**src/rtl/mc_pc_ir_unit.sv**
```systemverilog
// Fetch/PC stage of the multicycle MIPS core: holds PC, IR and MDR, resolves
// the PC-load condition, drives the memory address and keeps fetch statistics.
module mc_pc_ir_unit #(
    parameter logic [31:0] RESET_PC = 32'h0000_0000,
    parameter int          CNT_W    = 16
) (
    input  logic             clk,
    input  logic             rst,
    input  logic             PCWrite,
    input  logic             PCWriteCondBeq,
    input  logic             PCWriteCondBne,
    input  logic             IorD,
    input  logic             IRWrite,
    input  logic [1:0]       PCSrc,
    input  logic             zero,
    input  logic [31:0]      alu_result,
    input  logic [31:0]      alu_out,
    input  logic [31:0]      reg_a,
    input  logic [31:0]      mem_rdata,
    output logic [31:0]      mem_addr,
    output logic [31:0]      pc,
    output logic [31:0]      ir,
    output logic [5:0]       opc,
    output logic [4:0]       rs,
    output logic [4:0]       rt,
    output logic [4:0]       rd,
    output logic [15:0]      imm16,
    output logic [5:0]       func,
    output logic [31:0]      mdr,
    output logic [31:0]      inst_pc,
    output logic             misalign,
    output logic [CNT_W-1:0] inst_count,
    output logic [CNT_W-1:0] br_taken_count
);

    logic [31:0]      r_pc;
    logic [31:0]      r_ir;
    logic [31:0]      r_mdr;
    logic [31:0]      r_inst_pc;
    logic             r_misalign;
    logic [CNT_W-1:0] r_inst_count;
    logic [CNT_W-1:0] r_br_taken_count;

    logic             w_br_taken;
    logic             w_pc_load;
    logic [31:0]      w_next_pc;

    function automatic logic [CNT_W-1:0] sat_inc(input logic [CNT_W-1:0] v);
        if (&v) begin
            return v;
        end
        return v + {{(CNT_W-1){1'b0}}, 1'b1};
    endfunction

    // A taken conditional branch counts even when PCWrite is also asserted.
    assign w_br_taken = (PCWriteCondBeq & zero) | (PCWriteCondBne & ~zero);
    assign w_pc_load  = PCWrite | w_br_taken;

    always_comb begin
        w_next_pc = alu_result;
        unique case (PCSrc)
            2'b00: w_next_pc = alu_result;
            2'b01: w_next_pc = alu_out;
            2'b10: w_next_pc = {r_pc[31:28], r_ir[25:0], 2'b00};
            2'b11: w_next_pc = reg_a;
            default: w_next_pc = alu_result;
        endcase
    end

    always_ff @(posedge clk) begin
        if (rst) begin
            r_pc             <= RESET_PC;
            r_ir             <= 32'h0;
            r_mdr            <= 32'h0;
            r_inst_pc        <= RESET_PC;
            r_misalign       <= 1'b0;
            r_inst_count     <= '0;
            r_br_taken_count <= '0;
        end else begin
            r_mdr <= mem_rdata;
            if (w_pc_load) begin
                // Misaligned targets are forced onto a word boundary and flagged.
                r_pc <= {w_next_pc[31:2], 2'b00};
                if (w_next_pc[1:0] != 2'b00) begin
                    r_misalign <= 1'b1;
                end
            end
            if (IRWrite) begin
                r_ir         <= mem_rdata;
                r_inst_pc    <= r_pc;
                r_inst_count <= sat_inc(r_inst_count);
            end
            if (w_br_taken) begin
                r_br_taken_count <= sat_inc(r_br_taken_count);
            end
        end
    end

    assign mem_addr       = IorD ? alu_out : r_pc;
    assign pc             = r_pc;
    assign ir             = r_ir;
    assign opc            = r_ir[31:26];
    assign rs             = r_ir[25:21];
    assign rt             = r_ir[20:16];
    assign rd             = r_ir[15:11];
    assign imm16          = r_ir[15:0];
    assign func           = r_ir[5:0];
    assign mdr            = r_mdr;
    assign inst_pc        = r_inst_pc;
    assign misalign       = r_misalign;
    assign inst_count     = r_inst_count;
    assign br_taken_count = r_br_taken_count;

endmodule

```
**config.mk**
```make
export PLATFORM = sky130hd
export DESIGN_NAME = mc_pc_ir_unit
export DESIGN_NICKNAME = d
export VERILOG_FILES = /design/src/rtl/mc_pc_ir_unit.sv
export SDC_FILE = /design/constraint.sdc
export NUM_CORES = 1
export LEC_CHECK = 0
export BUFFER_PORTS_ARGS = -buffer_cell sky130_fd_sc_hd__buf_2
export CAP_MARGIN = 20
export CORE_AREA = 2 2 144 146
export CTS_CLUSTER_SIZE = 30
export DETAILED_ROUTE_END_ITERATION = 7
export DIE_AREA = 0 0 146 148
export GPL_ROUTABILITY_DRIVEN = 0
export HOLD_SLACK_MARGIN = 0.08
export PLACE_DENSITY = 0.66
export SYNTH_ARGS = -nofsm -noshare
export SYNTH_HDL_FRONTEND = slang
export SYNTH_SLANG_ARGS = --single-unit
```
**constraint.sdc**
```tcl
create_clock -name clk -period 2.8 [get_ports clk]
set_input_delay 0.56 -clock clk [delete_from_list [all_inputs] [get_ports clk]]
set_output_delay 0.56 -clock clk [all_outputs]
set_load 0.02 [all_outputs]
```
# --- After elaboration in Yosys (flattened, before gate mapping) ---
# Cells that the tools add are included.
classes:
  n_reduce_logical: 8
  eq_ne: 5
  n_mux: 10
  addsub: 2
  bitwise: 6
op_table:
  columns: ["operator", "n"]
  rows:
  - ["$pmux 32 s4", 1]
  - ["$add 16x1->16 const B", 2]
  - ["$mux 16", 2]
  - ["$mux 32", 1]
  - ["$reduce_and 16->1", 2]
  - ["$reduce_and 2->1", 4]
  - ["$mux 1", 6]
  - ["$eq 2x2->1 const B", 2]
  - ["$ne 2x2->1 const B", 2]
  - ["$and 1x1->1", 2]
  - ["$eq 2x1->1 const B", 1]
  - ["$logic_not 2->1", 1]
  - ["$not 1->1", 2]
  - ["$or 1x1->1", 2]
  - ["$reduce_bool 2->1", 1]
totals:
  word_cells: 39
  output_inout_bits: 236
  regBits: 157
  input_bits: 138

# --- Longest topological paths before layout ---
# Gate-level depths: netlist of run 1.
logic_depth:
  depth_word: 7
  mapped_depth: 7
  mapped_depth_nobuf: 5

# --- Least setup slack after synthesis of run 1 ---
# OpenSTA, ideal clock, no wires.
synth_timing:
  path_kind: "input to output"
  start: "input IorD"
  end: "output mem_addr[10]"
  path_slack_ns: 0.736
  path_stages: 3
  arrival_ns: 1.504
  required_ns: 2.240
  n_path_buf: 2
  path_cell_list: "clkbuf_1 buf_1 mux2_2"
synth_between:
  elab_chain_cells: 1
synth_lines:
  columns: ["item", "line_no", "rtl"]
  rows:
  - ["from (decl)", "12", "input logic IorD,"]
  - ["$mux 32", "99", "assign mem_addr = IorD ? alu_out : r_pc;"]
  - ["to (decl)", "20", "output logic [31:0] mem_addr,"]
# Every way passes these cells.

# --- Final worst setup path of run 1 ---
layout_timing:
  start: "input IorD"
  end: "output mem_addr[30]"
# The elaborated chain is that of the path after synthesis.

==> results of run 1 <==
state kept, by name, indices dropped and copies added, names as in the netlist:
signal / flops
mdr: 32
misalign: 1
ir: 32
inst_pc: 30
inst_count: 16
pc: 30
br_taken_count: 16
layout make-up:
type                       count  area share
antenna                        1    0.000260
clock buffer                  18      0.0457
clock inverter                13      0.0138
inverter                       4     0.00156
multi-input combinational    478       0.366
sequential                   157       0.327
tap                          270      0.0352
timing repair buffer         386       0.210
layout by cell type, fill, tap and decap left out, types with 16 or more instances in the layout:
master     netlist  final
nor2_1          79     78
dfxtp_1        157    157
mux2_2          38     38
buf_2            9    367
mux2i_1         72     72
a21oi_1         52     52
clkbuf_16        0     17
mux4_2          26     26
buf_4           47     16
nand2_1         61     61
nor2b_1         40     40
cell usage after synthesis (3+ instances only):
library cell and n:
mux2_2 38, buf_4 47, nand3_1 12, inv_1 4, and2_1 4, buf_1 3
clkbuf_1 34, o31ai_1 9, o21ai_0 12, o41ai_1 4, or4_1 6, buf_2 9
mux2i_1 72, a21oi_1 52, and3_1 3, o311ai_0 3, nor2b_1 40, nand2_1 61
or3_1 6, nand4_1 12, dfxtp_1 157, mux4_2 26, nor2_1 79, a211oi_1 3
nor3_1 5
where the power goes:
group / internal [mW] / switching, mW / total [mW]
logic: 0.407 / 0.574 / 0.981
clock network: 1.26 / 0.985 / 2.25
registers: 2.34 / 0.0998 / 2.44
total: 4.02 / 1.66 / 5.67
worst max-delay path, delay by kind of cell:
| kind | cells | cell delay [ns] |
|---|---|---|
| buffers and inverters | 3 | 0.76 |
| multiplexers | 1 | 0.35 |
routing by layer:
metal / global-route usage / up-vias / share of wire
li1: - / 3151 / -
met1: 0.247 / 3083 / 0.42
met2: 0.351 / 261 / 0.51
met3: 0.0485 / 18 / 0.062
met4: 0.0485 / 0 / 0.0092
met5: 0 / - / 0
stage by stage:
stage          cell area, um^2  power (mW)  hold WS, ns  cells  worst slack (ns)
2_1_floorplan             7240        3.13        0.547    734             0.736
3_3_place_gp              9030        3.47        0.467   1295             0.556
3_5_place_dp              9030        3.48        0.476   1295             0.544
4_1_cts                   9600        5.74        0.340   1326             0.541
5_1_grt                   9600        5.92        0.349   1326             0.504
6_report                  9610        5.67        0.359   1327             0.556
worst paths after layout:
path | start | to | slack, ns | depth (start not counted)
hold reg to reg | pc[9]$_SDFFE_PP0P_ | pc[9]$_SDFFE_PP0P_ | 0.49 | 2
setup / recovery | IorD | mem_addr[30] | 0.56 | 4
hold / removal | mem_rdata[12] | mdr[12]$_SDFF_PP0_ | 0.36 | 2
setup reg to reg | br_taken_count[1]$_SDFFE_PP0P_ | br_taken_count[9]$_SDFFE_PP0P_ | 0.75 | 6
cells by family after synthesis:
logic type,after synthesis,synth area share
compound gates,89,0.0715
flops,157,0.435
mux,137,0.241
fa+ha+maj,2,0.00346
simple gates,246,0.168
other cells,1,0.000519
buf+inv,99,0.0801
==> run_results.csv, run 1 <==
group,metric,value,unit
sta,maxSlewViolCount,0,
cells_and_area,area_delta_synth_final,32.9,%
routing,drc,0,
logic_synthesis,yosysTopAreaCellShare,0.435,
grt,grt_usage,0.199,
routing,drt_iter0_drc,320,
logic_synthesis,syn_avg_cell_area,9.89,um^2
sta,min_period_over_period,0.801,
die,num_io_pins,374,
logic_synthesis,yosys-top-cells-area,"dfxtp_1 (43%), mux2i_1 (10%), mux4_2 (8.1%), mux2_2 (5.9%), buf_4 (4.9%)",
logic_synthesis,synth_edf_count,0,
cells_and_area,seq_area,0.00314,mm^2
die,coreArea,0.0200,mm^2
setup_path,cp_cell_sequence,"buf_2 > buf_12 > mux2_2 > buf_2",
pwr,ir_drop,0.000382,V
place,io_buffers,369,
sta,max_freq,446,MHz
die,fp.dieW,146,um
sta,worstMarginPinSlew,0.709,ns
setup_path,cp_slowest_cell,"buf_2",
logic_synthesis,syn_area,0.00723,mm^2
setup_path,worstPathArrival,1.68,ns
clock_tree,post_cts_resized,0,
logic_synthesis,yosysTopAreaCell,"dfxtp_1",
routing,ant_nets,0,
cells_and_area,multi_input_area,0.00352,mm^2
clock_tree,cts_tree,"built",
setup_path,start_kind,"primary input",
clock_tree,clk_pin_slew,0.07,ns
clock_tree,cts_setup_buffers,0,
clock_tree,cts_buffers,17,
clock_tree,cts.sinks,157,
cells_and_area,utilization,0.479,
logic_synthesis,synth_top_flop_cell,"dfxtp_1",
run_status,status,"completed",
pwr,power-per-cell-area,591,mW/mm^2
logic_synthesis,synth_cell_types,47,
place,hpwl,16500,um
setup_path,critPathRequiredTime,2.24,ns
pwr,leakage,4.70,nW
die,die_area,0.0216,mm^2
cells_and_area,layout-drive-gt1-share,0.467,
clock_tree,cts_hold_buf,0,
sta,fin_crit,2.24,ns
setup_path,max_stage_delay,0.36,ns
routing,vias,6513,
clock_tree,clk_latency,0.42,ns
grt,grt_pass1_vias,6083,
sta,rsz0062_at_grt,"no",
routing,drt_first_pass_iters,5,
sta,fin_skew,0.00889,ns
grt,grt_pass1_wl,33900,um
sta,setup_viol,0,
clock_tree,clockRootBuffer,"clkbuf_16",
logic_synthesis,yosysSeqAreaShare,0.435,
routing,via_per_inst,4.91,
sta,tns,0,ns
logic_synthesis,netlist_instances,731,
logic_synthesis,async_flop_share,0,
cells_and_area,final.fill_count,1969,
routing,wirelength,22200,um
die,start_util,0.361,
setup_path,crit_path_frequent_cell,"buf_2",
sta,final_hold_viol_count,0,
die,dieHeight,148,um
grt,grt.overflow.total,0,
logic_synthesis,synth_seq_cells,157,
setup_path,critical_path.endpoint_type,"primary output",
clock_tree,clockBufferDepth,2,
grt,antenna_found_initial,0,
sta,maxSlewHeadroom,0.523,
routing,wl_per_cell,16.7,um
worst_hold_path,min-delay-path-class,"in -> reg",
run,maxCapViolations,0,
clock_tree,cts.htree.levels,4,
setup_path,crit_type,"in -> out",
logic_synthesis,ys.warnings.count,0,
cells_and_area,nets,1184,
grt,grt_max_degree,72,
setup_path,worst-path-max-fanout,18,
die,placementRows,52,
Power figures use the tool's default switching activity.
==> run 2: changes to the inputs <==
Settings changed: PLACE_DENSITY 0.66 to 0.69.
Clock period 2.8 ns to 1.8 ns, I/O delays scaled along.
==> run_results.csv, run 2 (synthesis results as in run 1) <==
group,metric,value,unit
sta,fin_skew,0.0177,ns
setup_path,critical_path.endpoint_type,"flip-flop",
pwr,ir_drop,0.000576,V
clock_tree,cts.htree.levels,4,
die,num_io_pins,374,
sta,setup_viol,0,
cells_and_area,area_delta_synth_final,37.9,%
die,fp.dieW,146,um
sta,min_period_over_period,0.975,
grt,grt_pass1_wl,34900,um
routing,via_per_inst,4.96,
grt,grt_usage,0.205,
sta,fin_crit,1.76,ns
clock_tree,cts_tree,"built",
clock_tree,clk_latency,0.43,ns
sta,max_freq,570,MHz
pwr,leakage,4.91,nW
clock_tree,cts_buffers,17,
cells_and_area,utilization,0.498,
grt,grt_max_degree,63,
routing,ant_nets,0,
place,dp_slack,-0.0905,ns
routing,drt_first_pass_iters,5,
sta,worst_slack,0.0450,ns
cells_and_area,layout_commonest_cell,"buf_2",
die,dieHeight,148,um
die,coreArea,0.0200,mm^2
setup_path,start_kind,"flip-flop",
routing,wirelength,23300,um
routing,vias,6735,
cells_and_area,layout-drive-gt1-share,0.496,
sta,maxSlewViolCount,0,
setup_path,critPathRequiredTime,2.15,ns
cells_and_area,final.fill_count,1901,
setup_path,crit_type,"reg -> reg",
setup_path,rrSetupSlack,0.04,ns
setup_path,endpoint,"br_taken_count[15]$_SDFFE_PP0P_",
run,maxCapViolations,0,
clock_tree,clockBufferDepth,2,
die,placementRows,52,
setup_path,r2r-start,"br_taken_count[0]$_SDFFE_PP0P_",
setup_path,worstPathArrival,2.10,ns
setup_path,reg2reg_to,"br_taken_count[15]$_SDFFE_PP0P_",
grt,grt_pass1_vias,6276,
clock_tree,cts.sinks,157,
place,hpwl,17500,um
die,start_util,0.361,
run_status,status,"completed",
routing,drc,0,
setup_path,worst-path-max-fanout,5,
sta,final_hold_viol_count,0,
grt,grt.overflow.total,0,
cells_and_area,final_cell_mix,"buf_2 (367), dfxtp_1 (148), nor2_1 (78)",
clock_tree,clockRootBuffer,"clkbuf_16",
worst_hold_path,min-delay-path-class,"in -> reg",
grt,antenna_found_initial,1,
die,die_area,0.0216,mm^2
setup_path,startpoint,"br_taken_count[0]$_SDFFE_PP0P_",
setup_path,worst-r2r-cell-count,5,
place,io_buffers,369,
cells_and_area,nets,1215,
routing,wl_per_cell,17.2,um
pwr,power-per-cell-area,895,mW/mm^2
routing,drt_iter0_drc,387,
clock_tree,clk_pin_slew,0.07,ns
[run 2: changes by cell type in the layout (fill, tap and decap cells not counted), sizes merged]
| cell | before | now |
|---|---|---|
| clkinvlp | 4 | 2 |
| clkinv | 2 | 3 |
| inv | 10 | 12 |
| buf | 386 | 417 |
[run 2: per-stage QoR]
step	total power, mW	instance area, um^2	setup TNS [ns]	cells	hold slack (ns)
2_1_floorplan	4.87	7250	-0.0585	734	0.488
3_3_place_gp	5.44	9330	-0.138	1325	0.463
6_report	8.93	9970	0	1359	0.158
4_1_cts	9.02	9920	0	1357	0.141
3_5_place_dp	5.47	9330	-0.325	1325	0.460
5_1_grt	9.27	9970	-0.0302	1359	0.152
[run 2: cell type report]
cell class / instances / area [um^2] / share of cell area
repair buffers: 417 / 2310 / 0.232
multi-input cells: 478 / 3570 / 0.358
clock inverters: 14 / 146 / 0.0147
flip-flops and latches: 157 / 3160 / 0.317
clock buffers: 18 / 429 / 0.0430
inverters: 4 / 15.0 / 0.00151
diodes: 1 / 2.50 / 0.000251
well taps: 270 / 338 / 0.0339
[run 2: power by group]
part	switching [mW]	internal [mW]	total, mW	leakage, nW
logic	0.920	0.672	1.59	3.34
clock network	1.58	1.96	3.54	0.277
registers	0.152	3.65	3.80	1.29
[run 2: repair_timing]
item	CTS	global route
setup endpoints to repair	5	10
endpoints found under the hold margin	0	0
hold buffers	0	0
pin swaps	0	1
setup buffers	0	1
resized for setup	3	9
[run 2: worst min-delay path by stage]
stage	start	to	slack [ns]	cells after the start
after floorplan	mem_rdata[0]	mdr[0]$_SDFF_PP0_	0.49	1
after global placement	misalign$_SDFFE_PP0P_	misalign$_SDFFE_PP0P_	0.46	2
after detailed placement	misalign$_SDFFE_PP0P_	misalign$_SDFFE_PP0P_	0.46	2
after CTS	mem_rdata[14]	mdr[14]$_SDFF_PP0_	0.14	2
after global routing	mem_rdata[17]	mdr[17]$_SDFF_PP0_	0.15	2
final	mem_rdata[14]	mdr[14]$_SDFF_PP0_	0.16	2
[run 2: worst max-delay path, cell delays in order (launching register included)]
cell	delay [ns]
dfxtp_2	0.34
buf_4	0.12
nand4_2	0.08
or4_4	0.52
or4_1	0.48
a21oi_1	0.14
[run 2: metal layers]
layer / GRT usage / part of all wire / vias up
met5: 0 / 0 / -
met3: 0.0448 / 0.060 / 18
met4: 0.0568 / 0.014 / 0
met2: 0.355 / 0.50 / 266
met1: 0.259 / 0.42 / 3234
li1: - / - / 3217
